### src/rtl/lcd_display_frame_reader.sv
// Streams one frame of 32-bit words from on-chip memory to an Avalon-ST sink.
// Reads are throttled so the small first-word-fall-through buffer can never overflow.
module lcd_display_frame_reader #(
  parameter int BASE_WORD  = 0,
  parameter int NUM_WORDS  = 40960,
  parameter int FIFO_DEPTH = 8
) (
  input  logic        clk,
  input  logic        reset,
  input  logic        start,
  output logic        busy,
  output logic        done,
  output logic [15:0] mem_address,
  output logic        mem_chipselect,
  input  logic [31:0] mem_readdata,
  output logic [31:0] st_data,
  output logic        st_valid,
  input  logic        st_ready,
  output logic        st_sop,
  output logic        st_eop
);
  localparam int CNT_W = $clog2(NUM_WORDS + 1);
  localparam int AW    = $clog2(FIFO_DEPTH);
  localparam int CW    = AW + 1;
  localparam logic [CNT_W-1:0] LAST = CNT_W'(NUM_WORDS - 1);

  typedef enum logic [1:0] {S_IDLE, S_FETCH, S_DRAIN} state_t;

  state_t           state_q, state_d;
  logic [CNT_W-1:0] rd_idx_q, rd_idx_d;
  logic [CNT_W-1:0] pop_cnt_q, pop_cnt_d;
  logic             inflight_q, inflight_d;
  logic             done_q, done_d;
  logic [AW-1:0]    wr_ptr_q, wr_ptr_d;
  logic [AW-1:0]    rd_ptr_q, rd_ptr_d;
  logic [CW-1:0]    count_q, count_d;
  logic [31:0]      fifo_mem [FIFO_DEPTH];

  logic        issue, pop, store, unload, last_pop, have_word;
  logic [31:0] head;

  always_comb begin
    // The word arriving from memory this cycle counts as occupancy, so it can
    // be presented (and even consumed) without first landing in storage.
    have_word = (count_q != '0) || inflight_q;
    head      = (count_q != '0) ? fifo_mem[rd_ptr_q] : mem_readdata;
    issue     = (state_q == S_FETCH) &&
                ((32'(count_q) + 32'(inflight_q) + 32'd1) <= 32'(FIFO_DEPTH));
    pop       = have_word && st_ready;
    store     = inflight_q && !((count_q == '0) && pop);
    unload    = pop && (count_q != '0);
    last_pop  = pop && (pop_cnt_q == LAST);

    state_d    = state_q;
    rd_idx_d   = rd_idx_q;
    pop_cnt_d  = pop_cnt_q;
    inflight_d = issue;
    done_d     = 1'b0;
    wr_ptr_d   = store  ? wr_ptr_q + AW'(1) : wr_ptr_q;
    rd_ptr_d   = unload ? rd_ptr_q + AW'(1) : rd_ptr_q;
    count_d    = count_q + CW'(store) - CW'(unload);

    if (pop) begin
      pop_cnt_d = last_pop ? '0 : pop_cnt_q + CNT_W'(1);
    end

    case (state_q)
      S_IDLE: begin
        if (start) begin
          state_d   = S_FETCH;
          rd_idx_d  = '0;
          pop_cnt_d = '0;
        end
      end
      S_FETCH: begin
        if (issue) begin
          if (rd_idx_q == LAST) begin
            state_d  = S_DRAIN;
            rd_idx_d = '0;
          end else begin
            rd_idx_d = rd_idx_q + CNT_W'(1);
          end
        end
      end
      S_DRAIN: begin
        if (last_pop) begin
          state_d = S_IDLE;
          done_d  = 1'b1;
        end
      end
      default: state_d = S_IDLE;
    endcase
  end

  always_ff @(posedge clk) begin
    if (reset) begin
      state_q    <= S_IDLE;
      rd_idx_q   <= '0;
      pop_cnt_q  <= '0;
      inflight_q <= 1'b0;
      done_q     <= 1'b0;
      wr_ptr_q   <= '0;
      rd_ptr_q   <= '0;
      count_q    <= '0;
    end else begin
      state_q    <= state_d;
      rd_idx_q   <= rd_idx_d;
      pop_cnt_q  <= pop_cnt_d;
      inflight_q <= inflight_d;
      done_q     <= done_d;
      wr_ptr_q   <= wr_ptr_d;
      rd_ptr_q   <= rd_ptr_d;
      count_q    <= count_d;
    end
  end

  always_ff @(posedge clk) begin
    if (store) begin
      fifo_mem[wr_ptr_q] <= mem_readdata;
    end
  end

  assign busy           = (state_q != S_IDLE);
  assign done           = done_q;
  assign mem_chipselect = issue;
  assign mem_address    = 16'(BASE_WORD) + 16'(rd_idx_q);
  assign st_valid       = have_word;
  assign st_data        = have_word ? head : 32'd0;
  assign st_sop         = have_word && (pop_cnt_q == '0);
  assign st_eop         = have_word && (pop_cnt_q == LAST);

endmodule

### config.mk
export PLATFORM = sky130hd
export DESIGN_NAME = lcd_display_frame_reader
export DESIGN_NICKNAME = d
export VERILOG_FILES = /design/src/rtl/lcd_display_frame_reader.sv
export SDC_FILE = /design/constraint.sdc
export NUM_CORES = 1
export LEC_CHECK = 0
export ABC_AREA = 1
export ABC_CLOCK_PERIOD_IN_PS = 7000
export BUFFER_PORTS_ARGS = -buffer_cell sky130_fd_sc_hd__buf_2
export CORE_MARGIN = 5
export CORE_UTILIZATION = 45
export DETAILED_ROUTE_END_ITERATION = 10
export PLACE_DENSITY = 0.71
export SETUP_SLACK_MARGIN = 0.15
export SYNTH_ARGS = -nofsm -noshare
export SYNTH_HDL_FRONTEND = slang
export SYNTH_SLANG_ARGS = --single-unit
### constraint.sdc
create_clock -name clk -period 7 [get_ports clk]
set_input_delay 0.35 -clock clk [delete_from_list [all_inputs] [get_ports clk]]
set_output_delay 0.35 -clock clk [all_outputs]
set_load 0.03 [all_outputs]
Word-level counts from Yosys, hierarchy flattened

Memory sizes are Yosys's and may differ from the RTL's. A register that Yosys moved wholly into a read port is not among the register bits.
Index checks and enable logic that the tools add are counted.

Flip-flop bits (word level): 46
Memories: 1
Logic and storage cells: 66
Bits in writable memories: 256
Input bits: 36
Output and inout bits: 54

Add/sub/neg operators: 8
Bitwise logic cells: 1
Order comparisons: 1
Reductions and logical operators: 19
Eq/ne operators: 8
Mux-type cells: 20

Memory list:

| memory   | depth | bits a word | rd ports | clocked after memory_dff | write ports | line | source |
|---|---|---|---|---|---|---|---|
| fifo_mem | 8     | 32          | 1        | 1                        | 1           | 37   | `logic [31:0] fifo_mem [FIFO_DEPTH];` |

Operators by type and width:

| kind                  | count |
|---|---|
| $mux 16               | 7 |
| $mux 32               | 2 |
| $add 16x1->16 const B | 2 |
| $eq 16x16->1 const B  | 2 |
| $pmux 16 s2           | 1 |
| $logic_not 16->1      | 1 |
| $logic_and 1x1->1     | 8 |
| $mux 2                | 4 |
| $add 3x1->3 const B   | 2 |
| $add 5x1->6 const B   | 1 |
| $le 6x4->1 const B    | 1 |
| $mux 3                | 2 |
| $ne 2x2->1 const B    | 3 |
| $pmux 2 s3            | 1 |
| $add 4x1->5           | 1 |
| $add 4x1->4           | 1 |
| $logic_not 4->1       | 1 |
| $reduce_and 4->1      | 1 |
| $reduce_bool 2->1     | 2 |
| $reduce_bool 4->1     | 1 |
| $sub 4x1->4           | 1 |
| $mux 1                | 3 |
| $reduce_and 3->1      | 1 |
| $eq 2x1->1 const B    | 1 |
| other kinds (7)       | 7 |

Depth between registers and ports, before layout

Gate-level depths: netlist (run 1).

Word-level depth: 8
Mapped depth: 15

Worst setup path after synthesis (run 1)

Ideal clock, no wire load.

Kind: register to register
Start: register count_q[2]
End: memory fifo_mem[0][0] (enable)
Setup slack: 4167 ps
Cell stages (with the launch flop): 8
Buffers on the path: 0
Period minus slack after synthesis: 2833 ps
Data arrival time: 2412 ps
Path through: dfxtp_1 -> inv_1 -> ha_1 -> nand2_1 -> o21ai_1 -> inv_1 -> nand2_1 -> nor2_1

Word-level cells in the longest chain between the ends: 8
Elaborated cells between the ends (all ways): 9
Classes of those cells: mux (2); reduce/logical (7)

RTL lines:

| element                          | line | source |
|---|---|---|
| start, declared                  | 36   | `logic [CW-1:0] count_q, count_d;` |
| start signal, assigned           | 113  | `count_q <= count_d;` |
| $reduce_bool 4->1                | 45   | `have_word = (count_q != '0) \|\| inflight_q;` |
| $logic_or 1x1->1                 | 45   |  |
| $logic_and 1x1->1                | 49   | `pop = have_word && st_ready;` |
| $logic_and 1x1->1 (*)            | 50   | `store = inflight_q && !((count_q == '0) && pop);` |
| $logic_not 1->1 (*)              | 50   |  |
| $logic_and 1x1->1 (*)            | 50   |  |
| $mux 1 (*)                       | 118  | `if (store) begin` |
| $mux 1 (implied by the code) (*) | 119  | `fifo_mem[wr_ptr_q] <= mem_readdata;` |
| end, declared                    | 37   |  |

Every way passes the cells marked *; elsewhere a longest branch is shown, timed or not.

Worst setup path after layout (run 1)

Start: register count_q[2]
End: memory fifo_mem[4][0] (enable)

The elaborated chain is that of the path after synthesis.

==> results of run 1 <==
==> power by group <==
group | internal, mW | total, mW | switching (mW)
Combinational | 0.538 | 1.85 | 1.31
Sequential | 2.05 | 2.10 | 0.0527
Clock | 0.947 | 1.61 | 0.663
==> state kept, by name, indices dropped and copies added (netlist names), named ones only <==
register / flops
done: 1
count_q: 4
pop_cnt_q: 16
fifo_mem: 256
rd_idx_q: 16
state_q: 2
rd_ptr_q: 3
wr_ptr_q: 3
inflight_q: 1
==> worst max-delay path, stage by stage, from the launching register on <==
cell and delay, ns:
dfxtp_1 0.38, inv_1 0.10, ha_1 0.24, nand2_2 0.07, buf_4 0.57, o21ai_1 0.29, inv_1 0.13, nand2_1 0.25
nor2_4 0.95
==> metrics by stage <==
stage | util | area, um^2
global route | 0.5179 | 14860
CTS | 0.5179 | 14860
global placement | 0.4834 | 13870
finish | 0.5180 | 14870
floorplan | - | 13100
detailed placement | 0.4834 | 13870
==> cells in the final DEF, fill, tap and decap left out, drive strengths merged, types with 6 or more instances in the layout <==
master and instances:
nand3 23, a21oi 151, nor3 11, dfxtp 49, clkinv 16, buf 102, edfxtp 256, nand4 6
ha 14, nor2 74, inv 130, clkbuf 31, o211ai 32, o21ai 147, nand2 96, xor2 6
mux2i 64
==> per-layer routing <==
layer | vias up | GRT usage | part of all wire
li1 | 4179 | - | -
met1 | 4106 | 0.2130 | 0.44
met2 | 241 | 0.2754 | 0.48
met3 | 44 | 0.03230 | 0.062
met4 | 2 | 0.03479 | 0.018
met5 | - | 0 | 0.00048
==> final cells by class <==
cell class,count,area (um^2),area share
flip-flops and latches,305,8675,0.5835
multi-input cells,641,3692,0.2484
clock buffers,31,733.2,0.04932
repair buffers,102,543.0,0.03653
inverters,129,484.2,0.03257
well taps,384,480.5,0.03232
clock inverters,23,256.5,0.01725
diodes,1,2.502,0.0001683
==> worst max path at each step <==
stage                           from                         to  slack (ns)  cells past startpoint
3_5_place_dp   count_q[2]$_SDFF_PP0_  fifo_mem[4][18]$_DFFE_PP_        3.59                      8
2_1_floorplan  count_q[2]$_SDFF_PP0_   fifo_mem[0][0]$_DFFE_PP_        4.17                      7
6_report       count_q[2]$_SDFF_PP0_   fifo_mem[4][0]$_DFFE_PP_        3.63                      8
3_3_place_gp   count_q[2]$_SDFF_PP0_  fifo_mem[4][21]$_DFFE_PP_        3.73                      8
4_1_cts                         flop                st_data[28]        3.56                      7
5_1_grt        count_q[2]$_SDFF_PP0_   fifo_mem[4][0]$_DFFE_PP_        3.34                      8
==> cells by family after synthesis <==
logic type,count (synthesis),synth area share
AO/OA/AOI/OAI,339,0.1375
flip-flops,305,0.6619
AND/OR/NAND/NOR,217,0.07185
buffers and inverters,184,0.06095
multiplexers,64,0.04892
adder cells (fa/ha/maj),15,0.01490
XOR/XNOR,6,0.004013
==> impl_metrics.toml, run 1 <==
[floorplanning]
dieArea_um2 = 32610
rows = 62
dieHeight_um = 180.6
die_w_um = 180.6
ios = 90
initial_core_util = 0.4563
core_area_um2 = 28700

[sta]
setup_ws_ns = 3.627
timing.fmax_mhz = 296.4
worst_pin_slew_ns = 1.146
tns_ns = 0
period_needed_ns = 3.373
relSlewSlack = 0.2345
rsz0062_at_grt = "no"
hold-worst-slack_ns = 0.07013
finClkSkew_ns = 0.01047
period_share = 0.4819
slew_viol_final = 0
finalSetupViolations = 0
hold_viol = 0

[min_path]
whs_path_depth = 1
hold_class = "input pin to flop"
worstHoldStart = "mem_readdata[25]"
whs_endpoint = "fifo_mem[4][25]$_DFFE_PP_"

[finish]
layout.cells.non_filler = 1616
final_nets = 1259
drive_gt1_frac = 0.1470
fillers = 2478
syn2layout_area_growth_pct = 13.52

[synth]
ys_types = 42
yosysTopAreaCell = "edfxtp_1"
syn_avg_cell_area_um2 = 11.59
synth_area_leaders = "edfxtp_1 (59%), dfxtp_1 (7.5%), a21oi_1 (5.8%)"
synth_top_area_frac = 0.5870
synth.ff_latch_count = 305
yosysWarnings = 0
synthCells = 1130
syn-cell-area_um2 = 13100
synth_edf_count = 256
ys.flop_type = "edfxtp_1"
ys_top_cells_by_count = "edfxtp_1 (256), a21oi_1 (151), inv_1 (122)"
synth_most_common_cell = "edfxtp_1"
yosysSeqAreaShare = 0.6619
synth_nets = 1181
async_reset_ff_frac = 0

[clock_tree]
ctsHoldBuffers = 0
clockBufferDepth = 3
clockRootBuffer = "clkbuf_16"
cts_buffers = 29
h-tree-depth = 1
post_cts_buffers = 0
cts_resized = 0
clk_pin_slew_ns = 0.06
tritoncts = "yes"
cts.sinks = 305
clkLatencyLatePin_ns = 0.56

[power]
powerDensity_nw_per_um2 = 374.2
report.power.total_mw = 5.564
p_leak_nw = 5.327
ir_drop_uv = 311.5

[route]
drc = 0
drtIter0Drc = 485
firstDrtPassIters = 6
drt-total-wl_mm = 26.97
vias = 8572
via_per_inst = 5.304
ant_nets = 0
wl_per_cell_um = 16.69

[grt]
track_usage = 0.1605
antenna_found_initial = 1
grt_pass1_vias = 8363
grt_max_degree = 87
grt_first_pass_wirelength_mm = 43.31
grt.overflow.total = 0

[critical_path]
reg2reg_from = "count_q[2]$_SDFF_PP0_"
critPathRequiredTime_ns = 7.17
critPathArrivalTime_ns = 3.54
worst-path-max-fanout = 66
crit_type = "flop to flop"
start_kind = "flop"
rr_worst_depth = 8
r2r_end = "fifo_mem[4][0]$_DFFE_PP_"
end_kind = "flop"
rrSetupSlack_ns = 3.63

[place]
io_buffer_count = 89
gp_congestion = 0.8628
place_ws_ns = 3.587
dp_cells = 1561
dp_hpwl_mm = 15.31

[job]
maxCapViolCount = 0

[status]
outcome = "complete, no violations"
Note: power is estimated with default switching activity, not from simulation.
==> inputs of run 2 (changes only) <==
--- a/config.mk
+++ b/config.mk
@@ -6,7 +6,7 @@
 export NUM_CORES = 1
 export LEC_CHECK = 0
 export ABC_AREA = 1
-export ABC_CLOCK_PERIOD_IN_PS = 7000
+export ABC_CLOCK_PERIOD_IN_PS = 3300
 export BUFFER_PORTS_ARGS = -buffer_cell sky130_fd_sc_hd__buf_2
 export CORE_MARGIN = 5
 export CORE_UTILIZATION = 45
==> constraint.sdc (replaced) <==
create_clock -name clk -period 3.3 [get_ports clk]
set_input_delay 0.165 -clock clk [delete_from_list [all_inputs] [get_ports clk]]
set_output_delay 0.165 -clock clk [all_outputs]
set_load 0.03 [all_outputs]
==> run 2 against run 1 <==
Final cell count is 2.4% higher. Combinational power is 120% higher. Sequential share of layout area is 2.1 points lower. Global-route usage is 0.89 points higher. Via count is 1.9% higher. Non-clock buffer count is 36 higher. First-iteration DRC count is 28% higher. Register-to-register slack worse by 2.7 ns. Power is 120% higher. Worst setup slack worse by 3.0 ns. Critical path depth is 1 lower. Highest routed layer is now met4.
==> impl_metrics.toml, run 2 (synthesized netlist as in run 1, its figures left out) <==
[grt]
antenna_found_initial = 1
grt_max_degree = 85
grt_first_pass_wirelength_mm = 45.62
grt.overflow.total = 0
grt_pass1_vias = 8727
track_usage = 0.1693

[finish]
drive_gt1_frac = 0.1458
layout.cells.non_filler = 1654
largest_register_ffs = 256
final_common_cell = "edfxtp_1"
multi_input_area_um2 = 3692
syn2layout_area_growth_pct = 17.72
final_area_um2 = 15420
final_util = 0.5371
largest_registers = "fifo_mem x256, pop_cnt_q x16, rd_idx_q x16"
fillers = 2426
regArea_um2 = 8675
final_nets = 1300
regMostFlops = "fifo_mem"
layout_common_cells = "edfxtp_1 (256), a21oi_1 (151), inv_1 (122)"

[sta]
slew_viol_final = 0
setup_ws_ns = 0.5979
rsz0062_at_grt = "no"
hold-worst-slack_ns = 0.005933
period_needed_ns = 2.702
worst_pin_slew_ns = 0.8313
tns_ns = 0
relSlewSlack = 0.4458
hold_viol = 0
finClkSkew_ns = 0.01314
finalSetupViolations = 0
period_share = 0.8188
timing.fmax_mhz = 370.1

[critical_path]
end_kind = "output pin"
cp_top_family = "compound AO/OA/AOI/OAI gates"
slowest_delay_ns = 0.69
crit_buf_inv = 2
critPathArrivalTime_ns = 2.54
worst-path-max-fanout = 84
start_kind = "flop"
critPathSlowestCell = "dfxtp_4"
critPathRequiredTime_ns = 3.13
crit_type = "flop to output pin"
path_cells = "buf_12 > a21oi_1 > o21ai_0 > o21ai_0 > o21ai_1 > a21oi_1 > buf_2"

[place]
placement.cell_area_um2 = 14020
place_ws_ns = 0.9417
io_buffer_count = 89
gp_congestion = 0.8538
dp_hpwl_mm = 16.61
dp_cells = 1565

[route]
ant_nets = 0
vias = 8733
drtIter0Drc = 621
drt-total-wl_mm = 27.92
firstDrtPassIters = 5
via_per_inst = 5.280
drc = 0
wl_per_cell_um = 16.88

[clock_tree]
post_cts_buffers = 0
cts_buffers = 34
tritoncts = "yes"
clockBufferDepth = 3
clk_pin_slew_ns = 0.06
h-tree-depth = 2
cts.sinks = 305
ctsHoldBuffers = 32
cts_resized = 0
clockRootBuffer = "clkbuf_16"
clkLatencyLatePin_ns = 0.51

[floorplanning]
dieHeight_um = 180.6
core_area_um2 = 28700
initial_core_util = 0.4563
ios = 90
dieArea_um2 = 32610
rows = 62
die_w_um = 180.6

[status]
outcome = "complete, no violations"

[job]
maxCapViolCount = 0

[power]
ir_drop_uv = 584.6
powerDensity_nw_per_um2 = 785.3
p_leak_nw = 5.549
report.power.total_mw = 12.11

[min_path]
hold_class = "input pin to flop"
## run 2: cell types whose count changed in the layout (fill, tap and decap cells not counted), moves of 2 or more
cell / delta
dlygate4sd3_1: +32
buf_12: +9
clkbuf_16: +6
buf_4: -5
clkinv_2: -4
bufinv_16: -2
clkinv_8: +2
## run 2: area by class of cell
type | count | share of cell area
sequential | 305 | 0.5627
multi-input combinational | 641 | 0.2395
timing repair buffer | 138 | 0.06525
clock buffer | 38 | 0.05754
inverter | 129 | 0.03141
tap | 384 | 0.03116
clock inverter | 18 | 0.01234
antenna | 1 | 0.0001623
## run 2: final timing paths
kind	from	slack, ns	cells past startpoint	end
max reg2reg	inflight_q$_SDFF_PP0_	0.92	6	fifo_mem[2][31]$_DFFE_PP_
min	mem_readdata[8]	0.006	1	fifo_mem[5][8]$_DFFE_PP_
max	flop	0.60	7	st_data[19]
min reg2reg	rd_ptr_q[2]$_SDFFE_PP0P_	0.46	2	flop
## run 2: where the power goes
group          internal, mW  total [mW]  switching, mW
sequential             4.35        4.48          0.130
combinational          1.21        4.00           2.79
clock                  2.17        3.63           1.46
total                  7.73        12.1           4.37
## run 2: per-layer routing
layer	up-vias	share of wire	global-route usage
met5	-	0	0
met4	0	0.020	0.05021
met2	291	0.48	0.2820
li1	4266	-	-
met3	43	0.064	0.03290
met1	4133	0.43	0.2272
==> inputs of run 3 (changes only) <==
--- a/config.mk
+++ b/config.mk
@@ -5,8 +5,8 @@
 export SDC_FILE = /design/constraint.sdc
 export NUM_CORES = 1
 export LEC_CHECK = 0
-export ABC_AREA = 1
-export ABC_CLOCK_PERIOD_IN_PS = 3300
+export ABC_AREA = 0
+export ABC_CLOCK_PERIOD_IN_PS = 2600
 export BUFFER_PORTS_ARGS = -buffer_cell sky130_fd_sc_hd__buf_2
 export CORE_MARGIN = 5
 export CORE_UTILIZATION = 45
==> constraint.sdc (replaced) <==
create_clock -name clk -period 2.6 [get_ports clk]
set_input_delay 0.13 -clock clk [delete_from_list [all_inputs] [get_ports clk]]
set_output_delay 0.13 -clock clk [all_outputs]
set_load 0.03 [all_outputs]
==> run 3 against run 2 <==
Sequential share of layout area is 0.29 points higher. Clock skew grew 0.00090 ns. Synthesized cell count is 33% lower. Final cell count shrank 20%. Final area shrank 0.45%. Synthesized area decreased by 4.0%.
==> impl_metrics.toml, run 3 <==
[status]
outcome = "complete, no violations"

[floorplanning]
dieHeight_um = 177.2
rows = 61
die_w_um = 177.2
core_area_um2 = 27710
initial_core_util = 0.4539
ios = 90
dieArea_um2 = 31390

[critical_path]
critPathArrivalTime_ns = 2.26
cp_top_family = "buffers and inverters"
worst-path-max-fanout = 38
end_kind = "output pin"
critPathRequiredTime_ns = 2.47
crit_buf_inv = 4
critPathSlowestCell = "dfxtp_4"
slowest_delay_ns = 0.35
start_kind = "flop"
crit_type = "flop to output pin"
path_cells = "inv_2 > ha_4 > nor3b_4 > buf_6 > buf_8 > nand3_1 > o21ai_1 > buf_2"

[place]
dp_hpwl_mm = 15.17
io_buffer_count = 89
place_ws_ns = 0.2452
gp_congestion = 0.7965
dp_cells = 1215
placement.cell_area_um2 = 13770

[synth]
synth_fa_ha_area_frac = 0.01552
ys_types = 57
syn_avg_cell_area_um2 = 16.68
synthCells = 754
synth_area_leaders = "edfxtp_1 (61%), mux4_2 (11%), dfxtp_1 (7.8%)"
yosysWarnings = 0
synth_nets = 805
synth.ff_latch_count = 305
synth_edf_count = 256
syn-cell-area_um2 = 12580
synth_compound_gate_area_share = 0.04000
yosys.area_share.simple = 0.07880
ys_top_cells_by_count = "edfxtp_1 (256), mux4_2 (64), dfxtp_1 (49)"
async_reset_ff_frac = 0
synth_top_family_by_area = "multiplexers"
synth-xor-area-share = 0.01662
yosysTopAreaCell = "edfxtp_1"
synth_most_common_cell = "edfxtp_1"
ys.flop_type = "edfxtp_1"
yosysSeqAreaShare = 0.6893
synthMuxAreaShare = 0.1409
synth_top_area_frac = 0.6113

[clock_tree]
clkLatencyLatePin_ns = 0.56
clockBufferDepth = 3
clk_pin_slew_ns = 0.06
h-tree-depth = 1
clockRootBuffer = "clkbuf_16"
tritoncts = "yes"
cts.sinks = 305
cts_buffers = 31

[sta]
rsz0062_at_grt = "yes"
finClkSkew_ns = 0.01405
period_needed_ns = 2.394
slew_viol_final = 0
finalSetupViolations = 0
period_share = 0.9209
timing.fmax_mhz = 417.6
hold_viol = 0
setup_ws_ns = 0.2056
relSlewSlack = 0.6269
worst_pin_slew_ns = 0.5589
hold-worst-slack_ns = 0.09475

[finish]
drive_gt1_frac = 0.3039
layout_common_cells = "edfxtp_1 (256), buf_2 (88), mux4_2 (64)"
largest_registers = "fifo_mem x256, pop_cnt_q x16, rd_idx_q x16"
insertedDiodeCount = 0
final_nets = 970
largest_register_ffs = 256
fillers = 2123
final_area_um2 = 15350
layout.cells.non_filler = 1319
final_common_cell = "edfxtp_1"
regMostFlops = "fifo_mem"
syn2layout_area_growth_pct = 22.04
regArea_um2 = 8680
multi_input_area_um2 = 3824

[route]
drtIter0Drc = 464
firstDrtPassIters = 4
vias = 7124
via_per_inst = 5.401
wl_per_cell_um = 19.46
drc = 0
ant_nets = 0
drt-total-wl_mm = 25.67

[power]
powerDensity_nw_per_um2 = 914.7
ir_drop_uv = 563.7
p_leak_nw = 5.103
report.power.total_mw = 14.04

[grt]
track_usage = 0.1650
grt_pass1_vias = 7232
grt.overflow.total = 0
grt_first_pass_wirelength_mm = 40.67
antenna_found_initial = 0
grt_max_degree = 41

[job]
maxCapViolCount = 0

[min_path]
hold_class = "input pin to flop"
## run 3: changes by cell type after synthesis, sizes merged, moves of 6 or more
cell / change
xnor2: +12
nand2: -69
a211oi: +6
mux2i: -31
inv: -112
o211ai: -32
clkbuf: -18
nand3: +24
o21ai: -113
nor2: -27
a21oi: -138
or2: +6
mux4: +64
## run 3: final cells by class
type,count,share of cell area
flip-flops and latches,305,0.5655
clock inverters,19,0.01353
clock buffers,36,0.05177
multi-input cells,396,0.2491
repair buffers,168,0.08471
inverters,17,0.004484
well taps,378,0.03082
## run 3: through the flow
step,TNS [ns],utilization
2_1_floorplan,-7.334,-
3_3_place_gp,0,0.4970
3_5_place_dp,0,0.4970
4_1_cts,0,0.5488
5_1_grt,0,0.5539
6_report,0,0.5539
## run 3: worst register-to-register path: stages, from the launching register on
cell,delay (ns)
dfxtp_4,0.36
inv_2,0.05
ha_4,0.15
nor3b_4,0.14
buf_6,0.15
a21oi_4,0.19
buf_4,0.16
nand2_1,0.22
nor2_4,0.35
buf_4,0.27
## run 3: final timing paths
path / start / end / slack (ns) / depth (start not counted)
worst max-delay path: count_q[2]$_SDFF_PP0_ / st_data[31] / 0.21 / 8
worst min-delay path: st_ready / pop_cnt_q[1]$_SDFF_PP0_ / 0.09 / 4
worst max register to register: count_q[2]$_SDFF_PP0_ / fifo_mem[7][3]$_DFFE_PP_ / 0.26 / 9
worst min register to register: pop_cnt_q[1]$_SDFF_PP0_ / pop_cnt_q[1]$_SDFF_PP0_ / 0.50 / 2
## run 3: cells by family after synthesis
group	Yosys count
AO/OA/AOI/OAI	76
XOR/XNOR	23
adder cells (fa/ha/maj)	15
buffers and inverters	53
flip-flops	305
multiplexers	97
AND/OR/NAND/NOR	185
## run 3: power breakdown
| part | internal (mW) | switching (mW) | total, mW |
|---|---|---|---|
| Clock | 2.58 | 1.78 | 4.36 |
| Sequential | 5.45 | 0.118 | 5.56 |
| Combinational | 1.71 | 2.40 | 4.12 |
| Total | 9.74 | 4.30 | 14.0 |
## run 3: what timing repair did
item,4_1_cts,5_1_grt
endpoints found under the hold margin,268,0
gates cloned,1,1
resized for setup,7,15
pin swaps,1,3
setup buffers,4,8
hold buffers,35,0
endpoints found under the setup margin,27,34
## run 3: layer usage
metal / vias up / share of wire / wire, um / GRT usage
li1: 3302 / - / - / -
met5: - / 0 / 0 / 0
met2: 193 / 0.49 / 12670 / 0.2776
met4: 0 / 0.014 / 365 / 0.03482
met1: 3602 / 0.44 / 11400 / 0.2311
met3: 27 / 0.048 / 1239 / 0.02499
